`src/rtl/perf_sched_if.sv`:
```
// perf_sched_if: groups the scheduler's host/CSR, layer-controller, perf-monitor
// and readback signals.
//   master modport : the environment (CSR block, layer controller, perf, host reader)
//   slave modport  : perf_sched
// Signals:
//   cfg_arm / cfg_num_layers / cfg_abort      host run control
//   layer_start / layer_done                  layer-boundary pulses
//   perf_start / perf_done                    pulses into perf
//   perf_measurement_done, perf_total/active/idle   perf results
//   rd_idx -> rd_total/active/idle            snapshot readback (1-cycle latency)
//   run_busy, run_done, layers_captured       run status
//   cfg_err, overlap_err, timeout_err         error flags
interface perf_sched_if #(
  parameter int COUNTER_WIDTH = 32,
  parameter int IDX_W         = 3
);
  logic                     cfg_arm;
  logic [IDX_W:0]           cfg_num_layers;
  logic                     cfg_abort;
  logic                     layer_start;
  logic                     layer_done;
  logic                     perf_start;
  logic                     perf_done;
  logic                     perf_measurement_done;
  logic [COUNTER_WIDTH-1:0] perf_total;
  logic [COUNTER_WIDTH-1:0] perf_active;
  logic [COUNTER_WIDTH-1:0] perf_idle;
  logic [IDX_W-1:0]         rd_idx;
  logic [COUNTER_WIDTH-1:0] rd_total;
  logic [COUNTER_WIDTH-1:0] rd_active;
  logic [COUNTER_WIDTH-1:0] rd_idle;
  logic                     run_busy;
  logic                     run_done;
  logic [IDX_W:0]           layers_captured;
  logic                     cfg_err;
  logic                     overlap_err;
  logic                     timeout_err;

  modport master (
    output cfg_arm, cfg_num_layers, cfg_abort, layer_start, layer_done,
           perf_measurement_done, perf_total, perf_active, perf_idle, rd_idx,
    input  perf_start, perf_done, rd_total, rd_active, rd_idle, run_busy,
           run_done, layers_captured, cfg_err, overlap_err, timeout_err
  );

  modport slave (
    input  cfg_arm, cfg_num_layers, cfg_abort, layer_start, layer_done,
           perf_measurement_done, perf_total, perf_active, perf_idle, rd_idx,
    output perf_start, perf_done, rd_total, rd_active, rd_idle, run_busy,
           run_done, layers_captured, cfg_err, overlap_err, timeout_err
  );
endinterface

```
`src/rtl/perf_sched.sv`:
```
// perf_sched: per-layer measurement scheduler for the perf monitor.
// Sequences perf start/done pulses from layer boundaries over a host-armed run
// of up to MAX_LAYERS layers and captures perf total/active/idle into a
// per-layer snapshot bank after each layer. The bank is read back through
// rd_idx with one cycle of latency.
// Ports:
//   clk    single clock
//   rst_n  asynchronous active-low reset (also clears the snapshot bank)
//   bus    perf_sched_if.slave, see the interface file for the signal list
module perf_sched #(
  parameter int COUNTER_WIDTH = 32,
  parameter int MAX_LAYERS    = 8,
  parameter int IDX_W         = 3,
  parameter int CAP_TIMEOUT   = 16
) (
  input  logic         clk,
  input  logic         rst_n,
  perf_sched_if.slave  bus
);

  localparam int TMO_W = $clog2(CAP_TIMEOUT + 1);

  localparam logic [1:0] S_IDLE     = 2'd0;
  localparam logic [1:0] S_ARMED    = 2'd1;
  localparam logic [1:0] S_MEASURE  = 2'd2;
  localparam logic [1:0] S_WAIT_CAP = 2'd3;

  logic [1:0]       state;
  logic [IDX_W:0]   num_layers;
  logic [IDX_W:0]   layer_cnt;
  logic [IDX_W:0]   layers_captured;
  logic             pend_done;
  logic [TMO_W-1:0] tmo_cnt;
  logic             perf_start_q;
  logic             perf_done_q;
  logic             run_done_q;
  logic             cfg_err_q;
  logic             overlap_err_q;
  logic             timeout_err_q;

  logic [COUNTER_WIDTH-1:0] bank_total  [MAX_LAYERS];
  logic [COUNTER_WIDTH-1:0] bank_active [MAX_LAYERS];
  logic [COUNTER_WIDTH-1:0] bank_idle   [MAX_LAYERS];
  logic [COUNTER_WIDTH-1:0] rd_total_q;
  logic [COUNTER_WIDTH-1:0] rd_active_q;
  logic [COUNTER_WIDTH-1:0] rd_idle_q;

  logic num_valid;
  logic capture;
  logic last_layer;

  assign num_valid  = (bus.cfg_num_layers != '0) &&
                      (bus.cfg_num_layers <= (IDX_W+1)'(MAX_LAYERS));
  // Abort takes priority, so a capture never happens in an aborting cycle.
  assign capture    = (state == S_WAIT_CAP) && !bus.cfg_abort &&
                      (bus.perf_measurement_done || (tmo_cnt == '0));
  assign last_layer = ((layer_cnt + (IDX_W+1)'(1)) == num_layers);

  // Control FSM, pulse outputs and status registers.
  always_ff @(posedge clk or negedge rst_n) begin
    if (!rst_n) begin
      state           <= S_IDLE;
      num_layers      <= '0;
      layer_cnt       <= '0;
      layers_captured <= '0;
      pend_done       <= 1'b0;
      tmo_cnt         <= '0;
      perf_start_q    <= 1'b0;
      perf_done_q     <= 1'b0;
      run_done_q      <= 1'b0;
      cfg_err_q       <= 1'b0;
      overlap_err_q   <= 1'b0;
      timeout_err_q   <= 1'b0;
    end else begin
      // NOTE: state is updated with non-blocking assignments so every branch
      // below sees the pre-edge values; the defaults make the pulses one cycle wide.
      perf_start_q <= 1'b0;
      perf_done_q  <= 1'b0;
      run_done_q   <= 1'b0;
      cfg_err_q    <= 1'b0;

      if (bus.cfg_abort) begin
        // Close the open perf window so perf is not left measuring.
        if (state == S_MEASURE) perf_done_q <= 1'b1;
        state     <= S_IDLE;
        pend_done <= 1'b0;
      end else begin
        if (bus.cfg_arm && (state != S_IDLE)) cfg_err_q <= 1'b1;

        case (state)
          S_IDLE: begin
            if (bus.cfg_arm) begin
              if (num_valid) begin
                state           <= S_ARMED;
                num_layers      <= bus.cfg_num_layers;
                layer_cnt       <= '0;
                layers_captured <= '0;
                overlap_err_q   <= 1'b0;
                timeout_err_q   <= 1'b0;
              end else begin
                cfg_err_q <= 1'b1;
              end
            end
          end

          S_ARMED: begin
            if (bus.layer_start) begin
              perf_start_q <= 1'b1;
              // A zero-length layer: remember the done for MEASURE's first cycle.
              pend_done    <= bus.layer_done;
              state        <= S_MEASURE;
            end else if (bus.layer_done) begin
              overlap_err_q <= 1'b1;
            end
          end

          S_MEASURE: begin
            if (bus.layer_start) overlap_err_q <= 1'b1;
            if (bus.layer_done || pend_done) begin
              perf_done_q <= 1'b1;
              pend_done   <= 1'b0;
              tmo_cnt     <= TMO_W'(CAP_TIMEOUT);
              state       <= S_WAIT_CAP;
            end
          end

          S_WAIT_CAP: begin
            if (capture) begin
              layer_cnt       <= layer_cnt + (IDX_W+1)'(1);
              layers_captured <= layers_captured + (IDX_W+1)'(1);
              if (!bus.perf_measurement_done) timeout_err_q <= 1'b1;
              if (last_layer) begin
                run_done_q <= 1'b1;
                state      <= S_IDLE;
              end else begin
                state <= S_ARMED;
              end
            end else begin
              tmo_cnt <= tmo_cnt - TMO_W'(1);
            end
          end

          default: state <= S_IDLE;
        endcase
      end
    end
  end

  // Snapshot bank.
  always_ff @(posedge clk or negedge rst_n) begin
    if (!rst_n) begin
      // NOTE: the bank is deliberately reset (reads after reset must return 0),
      // which forces flops rather than a RAM macro; fine at this depth.
      for (int i = 0; i < MAX_LAYERS; i++) begin
        bank_total[i]  <= '0;
        bank_active[i] <= '0;
        bank_idle[i]   <= '0;
      end
    end else if (capture) begin
      bank_total[layer_cnt[IDX_W-1:0]]  <= bus.perf_total;
      bank_active[layer_cnt[IDX_W-1:0]] <= bus.perf_active;
      bank_idle[layer_cnt[IDX_W-1:0]]   <= bus.perf_idle;
    end
  end

  // Registered readback, refreshed every cycle.
  always_ff @(posedge clk or negedge rst_n) begin
    if (!rst_n) begin
      rd_total_q  <= '0;
      rd_active_q <= '0;
      rd_idle_q   <= '0;
    end else begin
      rd_total_q  <= bank_total[bus.rd_idx];
      rd_active_q <= bank_active[bus.rd_idx];
      rd_idle_q   <= bank_idle[bus.rd_idx];
    end
  end

  assign bus.perf_start      = perf_start_q;
  assign bus.perf_done       = perf_done_q;
  assign bus.run_done        = run_done_q;
  assign bus.cfg_err         = cfg_err_q;
  assign bus.overlap_err     = overlap_err_q;
  assign bus.timeout_err     = timeout_err_q;
  assign bus.run_busy        = (state != S_IDLE);
  assign bus.layers_captured = layers_captured;
  assign bus.rd_total        = rd_total_q;
  assign bus.rd_active       = rd_active_q;
  assign bus.rd_idle         = rd_idle_q;

endmodule

```
`src/flat_wrapper.sv`:
```
// flat-port wrapper written by rule: the top's interface ports become plain ports
module perf_sched_flat 
#(
  parameter int COUNTER_WIDTH = 32,
  parameter int MAX_LAYERS    = 8,
  parameter int IDX_W         = 3,
  parameter int CAP_TIMEOUT   = 16
)
  (clk, rst_n, bus_cfg_arm, bus_cfg_num_layers, bus_cfg_abort, bus_layer_start, bus_layer_done, bus_perf_measurement_done, bus_perf_total, bus_perf_active, bus_perf_idle, bus_rd_idx, bus_perf_start, bus_perf_done, bus_rd_total, bus_rd_active, bus_rd_idle, bus_run_busy, bus_run_done, bus_layers_captured, bus_cfg_err, bus_overlap_err, bus_timeout_err);
  perf_sched_if #(.COUNTER_WIDTH(COUNTER_WIDTH), .IDX_W(IDX_W)) bus_i ();
  input  logic clk;
  input  logic rst_n;
  input wire logic [$bits(bus_i.cfg_arm)-1:0] bus_cfg_arm;
  input wire logic [$bits(bus_i.cfg_num_layers)-1:0] bus_cfg_num_layers;
  input wire logic [$bits(bus_i.cfg_abort)-1:0] bus_cfg_abort;
  input wire logic [$bits(bus_i.layer_start)-1:0] bus_layer_start;
  input wire logic [$bits(bus_i.layer_done)-1:0] bus_layer_done;
  input wire logic [$bits(bus_i.perf_measurement_done)-1:0] bus_perf_measurement_done;
  input wire logic [$bits(bus_i.perf_total)-1:0] bus_perf_total;
  input wire logic [$bits(bus_i.perf_active)-1:0] bus_perf_active;
  input wire logic [$bits(bus_i.perf_idle)-1:0] bus_perf_idle;
  input wire logic [$bits(bus_i.rd_idx)-1:0] bus_rd_idx;
  output wire logic [$bits(bus_i.perf_start)-1:0] bus_perf_start;
  output wire logic [$bits(bus_i.perf_done)-1:0] bus_perf_done;
  output wire logic [$bits(bus_i.rd_total)-1:0] bus_rd_total;
  output wire logic [$bits(bus_i.rd_active)-1:0] bus_rd_active;
  output wire logic [$bits(bus_i.rd_idle)-1:0] bus_rd_idle;
  output wire logic [$bits(bus_i.run_busy)-1:0] bus_run_busy;
  output wire logic [$bits(bus_i.run_done)-1:0] bus_run_done;
  output wire logic [$bits(bus_i.layers_captured)-1:0] bus_layers_captured;
  output wire logic [$bits(bus_i.cfg_err)-1:0] bus_cfg_err;
  output wire logic [$bits(bus_i.overlap_err)-1:0] bus_overlap_err;
  output wire logic [$bits(bus_i.timeout_err)-1:0] bus_timeout_err;
  assign bus_i.cfg_arm = bus_cfg_arm;
  assign bus_i.cfg_num_layers = bus_cfg_num_layers;
  assign bus_i.cfg_abort = bus_cfg_abort;
  assign bus_i.layer_start = bus_layer_start;
  assign bus_i.layer_done = bus_layer_done;
  assign bus_i.perf_measurement_done = bus_perf_measurement_done;
  assign bus_i.perf_total = bus_perf_total;
  assign bus_i.perf_active = bus_perf_active;
  assign bus_i.perf_idle = bus_perf_idle;
  assign bus_i.rd_idx = bus_rd_idx;
  assign bus_perf_start = bus_i.perf_start;
  assign bus_perf_done = bus_i.perf_done;
  assign bus_rd_total = bus_i.rd_total;
  assign bus_rd_active = bus_i.rd_active;
  assign bus_rd_idle = bus_i.rd_idle;
  assign bus_run_busy = bus_i.run_busy;
  assign bus_run_done = bus_i.run_done;
  assign bus_layers_captured = bus_i.layers_captured;
  assign bus_cfg_err = bus_i.cfg_err;
  assign bus_overlap_err = bus_i.overlap_err;
  assign bus_timeout_err = bus_i.timeout_err;
  perf_sched #(.COUNTER_WIDTH(COUNTER_WIDTH), .MAX_LAYERS(MAX_LAYERS), .IDX_W(IDX_W), .CAP_TIMEOUT(CAP_TIMEOUT)) u_core (.clk(clk), .rst_n(rst_n), .bus(bus_i));
endmodule
```
`config.mk`:
```
export PLATFORM = sky130hd
export DESIGN_NAME = perf_sched_flat
export DESIGN_NICKNAME = d
export VERILOG_FILES = /design/src/rtl/perf_sched_if.sv /design/src/rtl/perf_sched.sv /design/src/flat_wrapper.sv
export SDC_FILE = /design/constraint.sdc
export NUM_CORES = 1
export LEC_CHECK = 0
export CORE_MARGIN = 2
export CORE_UTILIZATION = 39
export CTS_CLUSTER_SIZE = 30
export DETAILED_ROUTE_END_ITERATION = 16
export HOLD_SLACK_MARGIN = 0.03
export PLACE_DENSITY_LB_ADDON = 0.05
export REMOVE_ABC_BUFFERS = 1
export SLEW_MARGIN = 20
export SYNTH_ARGS = -nofsm -noshare
export SYNTH_HDL_FRONTEND = slang
export SYNTH_SLANG_ARGS = --single-unit
```
`constraint.sdc`:
```
create_clock -name clk -period 4.8 [get_ports clk]
set_input_delay 1.44 -clock clk [delete_from_list [all_inputs] [get_ports clk]]
set_output_delay 1.44 -clock clk [all_outputs]
set_load 0.05 [all_outputs]
```
# Yosys cells after proc, flatten, opt, wreduce, memory -nomap -nowiden
# Index checks and enable logic that the tools add are counted.
# Widths: inputs -> output; s select.
dict set report totals {
  ff_bits 890
  input_bits 110
  output_inout_bits 107
}
dict set report op_classes {
  addsub 3
  magnitude_cmp 4
  n_eq_ne 18
  muxes 60
  bitwise_logic 3
  reduce_logical 23
}
# op n
set op_table {}
lappend op_table {{$bwmux 256} 3}
lappend op_table {{$bmux 32 s3} 3}
lappend op_table {{$mux 32} 7}
lappend op_table {{$demux 32 s3} 1}
lappend op_table {{$mux 1} 27}
lappend op_table {{$mux 4} 4}
lappend op_table {{$pmux 4 s2} 2}
lappend op_table {{$ne 2x2->1 const B} 7}
lappend op_table {{$mux 2} 6}
lappend op_table {{$mux 5} 2}
lappend op_table {{$pmux 5 s2} 1}
lappend op_table {{$reduce_and 5->1} 2}
lappend op_table {{$ne 3x3->1 const B} 3}
lappend op_table {{$add 4x1->4 const B} 2}
lappend op_table {{$ge 4x4->1 const B} 2}
lappend op_table {{$not 3->4} 2}
lappend op_table {{$pmux 2 s4} 1}
lappend op_table {{$reduce_and 4->1} 2}
lappend op_table {{$reduce_and 7->1} 1}
lappend op_table {{$ne 3x2->1 const B} 2}
lappend op_table {{$reduce_and 6->1} 1}
lappend op_table {{$reduce_bool 2->1} 3}
lappend op_table {{$reduce_bool 3->1} 2}
lappend op_table {{$logic_and 1x1->1} 5}
lappend op_table {{16 further kinds} 20}

# Longest topological paths before layout
# Gate-level depths: netlist of run 1.
dict set report depth {
  word_depth 7
  depth_mapped 10
  depth_no_buf 7
}

# Worst setup path before layout of run 1
# No wires, ideal clock.
dict set report synth_timing {
  path_type {input -> register}
  from {input bus_rd_idx[0]}
  to {register u_core.rd_idle_q[22] (netlist: u_core.bus.rd_idle[22])}
  setup_ps 125
  t_arrival_ps 3231
  required_time_ps 4675
  setup_slack_ps 1445
  path_stages 5
  path_buffers 3
  path_cell_list {clkbuf_1 clkbuf_1 buf_1 mux4_2 mux2_2}
}
dict set report synth_between {
  elab_chain_len 4
}
# item line
set synth_rtl {}
lappend synth_rtl {{start: declaration} flat_wrapper.sv:22} ;# input wire logic [$bits(bus_i.rd_idx)-1:0] bus_rd_idx;
lappend synth_rtl {{$not 3->4 (not written as such)} perf_sched.sv:175} ;# rd_idle_q <= bank_idle[bus.rd_idx];
lappend synth_rtl {{$bmux 32 s3} perf_sched.sv:175}
lappend synth_rtl {{$mux 32 (not written as such) (2 in series)} perf_sched.sv:175}
lappend synth_rtl {{end signal: assignment} perf_sched.sv:175}
lappend synth_rtl {{end: declaration} perf_sched.sv:46} ;# logic [COUNTER_WIDTH-1:0] rd_idle_q;
# Every way passes these cells. The select of a mux whose other input is x is not followed.
# A chain may end at the register's enable or synchronous reset.

# Worst setup path in the final report of run 1
dict set report layout_timing {
  from {register u_core.state[0]}
  to {output bus_run_busy}
}
dict set report layout_between {
  elab_chain_len 1
}
# item line
set layout_rtl {}
lappend layout_rtl {{start: declaration} perf_sched.sv:28} ;# logic [1:0] state;
lappend layout_rtl {{start signal: assignment} perf_sched.sv:62} ;# state <= S_IDLE;
lappend layout_rtl {{start signal: assignment} perf_sched.sv:85} ;# state <= S_IDLE;
lappend layout_rtl {{start signal: assignment} perf_sched.sv:94} ;# state <= S_ARMED;
lappend layout_rtl {{$reduce_bool 2->1} perf_sched.sv:185} ;# assign bus.run_busy = (state != S_IDLE);
lappend layout_rtl {{end: declaration} flat_wrapper.sv:28} ;# output wire logic [$bits(bus_i.run_busy)-1:0] bus_run_busy;
# Every way passes these cells.

==> results of run 1 <==
[registers in the layout (all words and copies together) (netlist names)]
| name | flops |
|---|---|
| u_core.bus.run_done | 1 |
| u_core.bus.rd_active | 32 |
| u_core.bus.overlap_err | 1 |
| u_core.bus.perf_start | 1 |
| u_core.bank_active | 256 |
| u_core.layer_cnt | 4 |
| u_core.bus.rd_total | 32 |
| u_core.state | 2 |
| u_core.bank_total | 256 |
| u_core.bus.layers_captured | 4 |
| u_core.bank_idle | 256 |
| u_core.bus.cfg_err | 1 |
| u_core.num_layers | 4 |
| u_core.pend_done | 1 |
| u_core.bus.rd_idle | 32 |
| u_core.tmo_cnt | 5 |
| u_core.bus.timeout_err | 1 |
| u_core.bus.perf_done | 1 |
[power by group]
part           switching (uW)  internal, uW
clock                    3020          4470
sequential                266          8020
combinational            1000           944
total                    4280         13400
[how the worst max path moves through the flow]
stage / slack [ps] / to / cells past startpoint
after floorplan: -1120 / u_core.bank_active[100] / 4
after global placement: 520 / u_core.bank_idle[245] / 7
after detailed placement: 530 / u_core.bank_active[242] / 7
after CTS: 980 / bus_run_busy / 4
after global routing: 940 / bus_run_busy / 4
final: 1030 / bus_run_busy / 4
[per-stage QoR]
stage / instance area [sq um] / setup WS [ps]
floorplan: 37240 / -1122
global placement: 41930 / 524.3
detailed placement: 41930 / 533.9
CTS: 45180 / 976.0
global route: 45180 / 935.9
finish: 45190 / 1028
[per-layer routing]
| layer | vias to the layer above | wire [microns] |
|---|---|---|
| met5 | - | 49 |
| met3 | 107 | 3087 |
| li1 | 8763 | - |
| met2 | 305 | 44670 |
| met1 | 11020 | 41350 |
| met4 | 8 | 1469 |
[cells by family after synthesis]
group	share of synthesized area, %
flops	58.57
xor+xnor	0.2073
mux	37.16
fa+ha+maj	0.2961
simple gates	1.165
compound gates	0.4343
buf+inv	2.172
[cell type report]
type / count / area [sq um] / share of cell area (%)
Tap cell: 1276 / 1597 / 3.533
Timing Repair Buffer: 277 / 3044 / 6.737
Multi-Input combinational cell: 1176 / 14980 / 33.15
Sequential cell: 890 / 22270 / 49.29
Inverter: 10 / 37.54 / 0.08307
Clock buffer: 153 / 3025 / 6.695
Clock inverter: 28 / 227.7 / 0.5040
Antenna cell: 2 / 5.005 / 0.01108
[cell usage in the layout, fill, tap and decap left out, types with 2 or more instances in the layout]
cell type	count
clkdlybuf4s50_1	212
clkinvlp_4	2
mux4_2	192
clkinv_2	21
xor2_1	3
o21ai_0	13
dfrtp_1	890
a211oi_1	2
mux2_2	693
a21oi_1	3
xnor2_1	6
nand2_1	14
mux2_1	176
buf_12	33
ha_1	9
a31oi_1	2
bufinv_16	3
or3_1	4
or4_1	2
buf_8	2
inv_1	10
diode_2	2
nor2_1	12
buf_4	29
and2_1	2
nor3_1	4
mux2i_1	2
nand2b_1	4
nor2b_1	3
clkbuf_8	27
clkbuf_1	24
o31ai_1	2
nand3_1	6
clkbuf_16	103
nand3_4	2
nor4_1	2
==> results by group, run 1 <==
Run status
  • Status: finished, final reports clean

Final layout
  • Fin util: 46.72%
  • Final net count: 2,573
  • Share of cells above drive strength 1: 44.16%
  • Area Growth Syn to Fin: 18.83%
  • # fillers: 8,349
  • Final std cells w/o fill: 3,812

Detailed routing
  • DRC errors left: 0
  • Antenna Nets Post-Route: 0
  • Routed WL per cell: 23.77 microns
  • Vias: 20,210
  • Via-per-instance ratio: 5.300
  • Routed wire length: 90,620 microns
  • Drt first pass iters: 4
  • Detailed Route Iter0 Violations: 1,019

Clocking
  • Post-CTS Resized: 0
  • Skew-Pair Late Insertion Delay: 660 ps
  • Root buffer cell: clkbuf_16
  • CTS buffer count: 99
  • Sink Count: 890
  • Hold_buf cts: 0
  • CTS clk-pin slew, worst paths: 60 ps
  • TritonCTS clock tree: built
  • H-tree levels: 3
  • Post-CTS Setup Bufs: 0
  • CTS max path bufs: 3

Worst setup path
  • Slowest-stage cell, CP: clkdlybuf4s50_1
  • Crit path buf inv count: 3
  • Critical Path AT: 2330 ps
  • R2R Setup Slk: 1730 ps
  • Worst reg2reg path startpoint: u_core.state[1]
  • Setup CP Type: reg2out
  • CP peak stage delay: 800 ps
  • R2r endpoint: u_core.bank_active[245]
  • Crit-path max FO: 5
  • Critical Path RT: 3360 ps
  • Crit-path cells: inv_1 > ha_1 > inv_1 > clkdlybuf4s50_1
  • Delay-heaviest family, CP: buffers and inverters
  • Reg2Reg Depth: 7
  • CP startpoint: u_core.state[0]
  • Element type at the critical path end: primary output
  • Startpoint types: flip-flop
  • Cell mode on critical path: inv_1

Global routing
  • Largest net degree at the start of global routing: 97
  • First-pass GRT wire length: 141,300 microns
  • Met3 Use GR: 3.028%
  • All-Layer GR Usage: 18.64%
  • Busiest layer in global routing: met2
  • Vias in the first global route: 22,730
  • GRT met2 Usage: 31.08%
  • Overflow after GRT: 0
  • GRT met1 Usage: 25.52%
  • Initial antenna violation count: 6

Power and ir drop
  • Leakage Power: 0.02212 uW
  • Total Power: 17,720 uW
  • Peak VDD IR: 0.0002981 V
  • Power Density: 392.2 nW/um^2

Synthesis
  • Number of flops mapped to enable cells by yosys: 0
  • Synth top area share: 58.57%
  • Post-Syn Area per Cell: 17.14 sq um
  • Synth Flop Type: dfrtp_1
  • Synth Warn #: 0
  • Yosys cell types: 48
  • Most common cell in the synthesized netlist: dfrtp_1
  • Asr flop ratio synth: 100.0%
  • Top cells by instance count after synthesis: 890 x dfrtp_1, 693 x mux2_2, 192 x mux4_2, 176 x mux2_1, 58 x clkbuf_1
  • Post-synthesis register bit count: 890
  • Area contributors post-synth: dfrtp_1 59%, mux2_2 21%, mux4_2 11%
  • Synth area leader: dfrtp_1
  • Synthesized area: 38,030 sq um
  • Syn Inst Count: 2,218
  • Seq/Total Area, Yosys: 58.57%

Timing
  • Fin Hold WS: 479.9 ps
  • Final period util: 78.59%
  • Worst slew pin tran: 863.2 ps
  • Final Slew Violations: 0
  • Final setup viols: 0
  • Hold Fails Final Rpt: 0
  • Max_slew headroom: 42.45%
  • Total Negative Setup Slacks: 0 ps
  • Minimum clock period: 3772 ps
  • Max frequency: 0.2651 GHz
  • RSZ-0062 raised after global routing: false
  • Clk_skew: 15.85 ps

Placed design
  • Placed insts: 3,629
  • HPWL after DPL: 52,610 microns
  • Port buffer count: 216
  • Final Wtd Congestion: 0.7107

Die
  • Initial Util: 39.32%
  • I/O pin count: 217
  • Die width: 316.3 microns
  • Core area: 96,710 sq um
  • Die Height: 316.3 microns
  • Num rows: 114
  • Die Area: 100,000 sq um

Hold path
  • Hold Path End: u_core.bank_total[198]
  • Worst hold start: u_core.bank_total[198]
  • Worst hold path stage count: 1
  • Worst hold path type: reg2reg

Run
  • Max Cap Viol: 0
Note: power is estimated with default switching activity, not from simulation.
==> inputs of run 2 (changes only) <==
- clock period: 4.8 -> 3.7 ns (I/O delays scaled with it)
==> run 2 against run 1 <==
Compared with the run above:
- sequential power rose by 29%
- final cell count is 1.1% higher
- power up 34%
- clock skew increased by 4.2 ps
- clock-buffer cell count decreased by 8
- final area rose by 1.7%
- wire length up 1.3%
- first-iteration DRC count is 8.0% lower
- register-to-register slack lost 890 ps
- critical path type unchanged
- critical endpoint unchanged
==> results by group, run 2 (synthesis results as in run 1) <==
Final layout
  • Share of cells above drive strength 1: 45.15%
  • Final net count: 2,612
  • Footprint of the multi-input gates: 14,980 sq um
  • Regs by FF count: u_core.bank_active (256), u_core.bank_idle (256), u_core.bank_total (256)
  • ANT cells: 0
  • Fin util: 47.53%
  • # fillers: 8,192
  • Most frequent cells in the layout: 890 x dfrtp_1, 693 x mux2_2, 212 x clkdlybuf4s50_1
  • FF/Latch Area: 22,270 sq um
  • Area Growth Syn to Fin: 20.88%
  • Commonest non-fill, non-tap cell in the layout: dfrtp_1

Worst setup path
  • Startpoint types: flip-flop
  • CP peak stage delay: 800 ps
  • Slowest-stage cell, CP: clkdlybuf4s50_1
  • Cell mode on critical path: inv_1
  • Setup CP Type: reg2out
  • Crit-path max FO: 5
  • Critical Path AT: 2310 ps
  • Critical Path RT: 2590 ps
  • R2r endpoint: u_core.bank_idle[93]
  • CP startpoint: u_core.state[1]
  • Crit path capture: bus_run_busy
  • Delay-heaviest family, CP: buffers and inverters
  • Crit path depth: 4
  • Crit path buf inv count: 3
  • Crit-path cells: inv_1 > ha_1 > inv_1 > clkdlybuf4s50_1
  • Reg2Reg Depth: 7
  • Element type at the critical path end: primary output
  • R2R Setup Slk: 840 ps
  • Worst reg2reg path startpoint: u_core.state[1]

Global routing
  • Vias in the first global route: 23,150
  • First-pass GRT wire length: 143,900 microns
  • Initial antenna violation count: 7
  • Largest net degree at the start of global routing: 69
  • Overflow after GRT: 0
  • All-Layer GR Usage: 18.95%

Clocking
  • H-tree levels: 3
  • CTS clk-pin slew, worst paths: 60 ps
  • Root buffer cell: clkbuf_16
  • Post-CTS Resized: 0
  • Post-CTS Setup Bufs: 0
  • Skew-Pair Late Insertion Delay: 670 ps
  • TritonCTS clock tree: built
  • Hold_buf cts: 0
  • CTS buffer count: 100
  • CTS max path bufs: 3
  • Sink Count: 890

Die
  • Die Height: 316.3 microns
  • Core area: 96,710 sq um
  • Num rows: 114
  • Die Area: 100,000 sq um
  • Initial Util: 39.32%
  • I/O pin count: 217
  • Die width: 316.3 microns

Timing
  • Final Slew Violations: 0
  • Minimum clock period: 3423 ps
  • Max_slew headroom: 48.51%
  • Hold Fails Final Rpt: 0
  • RSZ-0062 raised after global routing: false
  • Worst slew pin tran: 772.4 ps
  • Final period util: 92.52%
  • Final setup viols: 0
  • Clk_skew: 20.07 ps
  • Max frequency: 0.2921 GHz
  • Total Negative Setup Slacks: 0 ps
  • Setup ws final: 276.7 ps
  • Fin Hold WS: 471.4 ps

Placed design
  • Final Wtd Congestion: 0.7324
  • Place WS: 269.5 ps
  • HPWL after DPL: 56,680 microns
  • Port buffer count: 216

Detailed routing
  • Routed WL per cell: 23.82 microns
  • DRC errors left: 0
  • Detailed Route Iter0 Violations: 937
  • Antenna Nets Post-Route: 0
  • Via-per-instance ratio: 5.307
  • Vias: 20,450
  • Routed wire length: 91,820 microns
  • Drt first pass iters: 4

Power and ir drop
  • Power Density: 514.8 nW/um^2
  • Peak VDD IR: 0.0003898 V
  • Leakage Power: 0.02250 uW

Hold path
  • Worst hold path type: in2async

Run
  • Max Cap Viol: 0

Run status
  • Status: finished, final reports clean
## run 2: through the flow
| step | power (uW) | std cells | instance area (sq um) |
|---|---|---|---|
| after detailed placement | 13540 | 3667 | 42500 |
| final | 23660 | 3854 | 45970 |
| after global routing | 24750 | 3854 | 45970 |
| after floorplan | 12300 | 2076 | 37240 |
| after CTS | 24050 | 3854 | 45970 |
| after global placement | 13440 | 3667 | 42500 |
## run 2: worst register-to-register path: stages (launching register included)
cell	delay [ps]
dfrtp_1	420
ha_1	610
nor2b_1	340
nand2_1	170
nor2_2	240
nand3b_4	270
buf_12	300
mux2_1	380
## run 2: layer usage
metal	wire length [microns]	GRT usage [%]	share of wire (%)	vias up
li1	-	-	-	8859
met1	41780	26.20	46	11140
met2	44770	31.24	49	314
met3	3518	3.179	3.8	128
met4	1672	4.803	1.8	12
met5	70	0	0.076	-
## run 2: where the power goes
part	switching [uW]	internal, uW
clock network	4040	6300
registers	338	10400
logic	1320	1260
## run 2: worst min path at each step
stage / cells after the start / slack, ps / startpoint / to
floorplan: 1 / 450 / u_core.bank_active[199] / u_core.bank_active[199]
global placement: 1 / 460 / u_core.bank_active[221] / u_core.bank_active[221]
detailed placement: 1 / 470 / u_core.bank_total[236] / u_core.bank_total[236]
CTS: 1 / 460 / rst_n / u_core.bus.rd_total[11]
global route: 1 / 480 / rst_n / u_core.bus.rd_total[11]
finish: 1 / 470 / rst_n / u_core.bus.rd_total[11]
## run 2: area by class of cell
type	count	share of cell area [%]
sequential	890	48.45
multi-input combinational	1176	32.58
timing repair buffer	315	7.869
clock buffer	145	6.339
tap	1276	3.473
clock inverter	42	1.203
inverter	10	0.08166
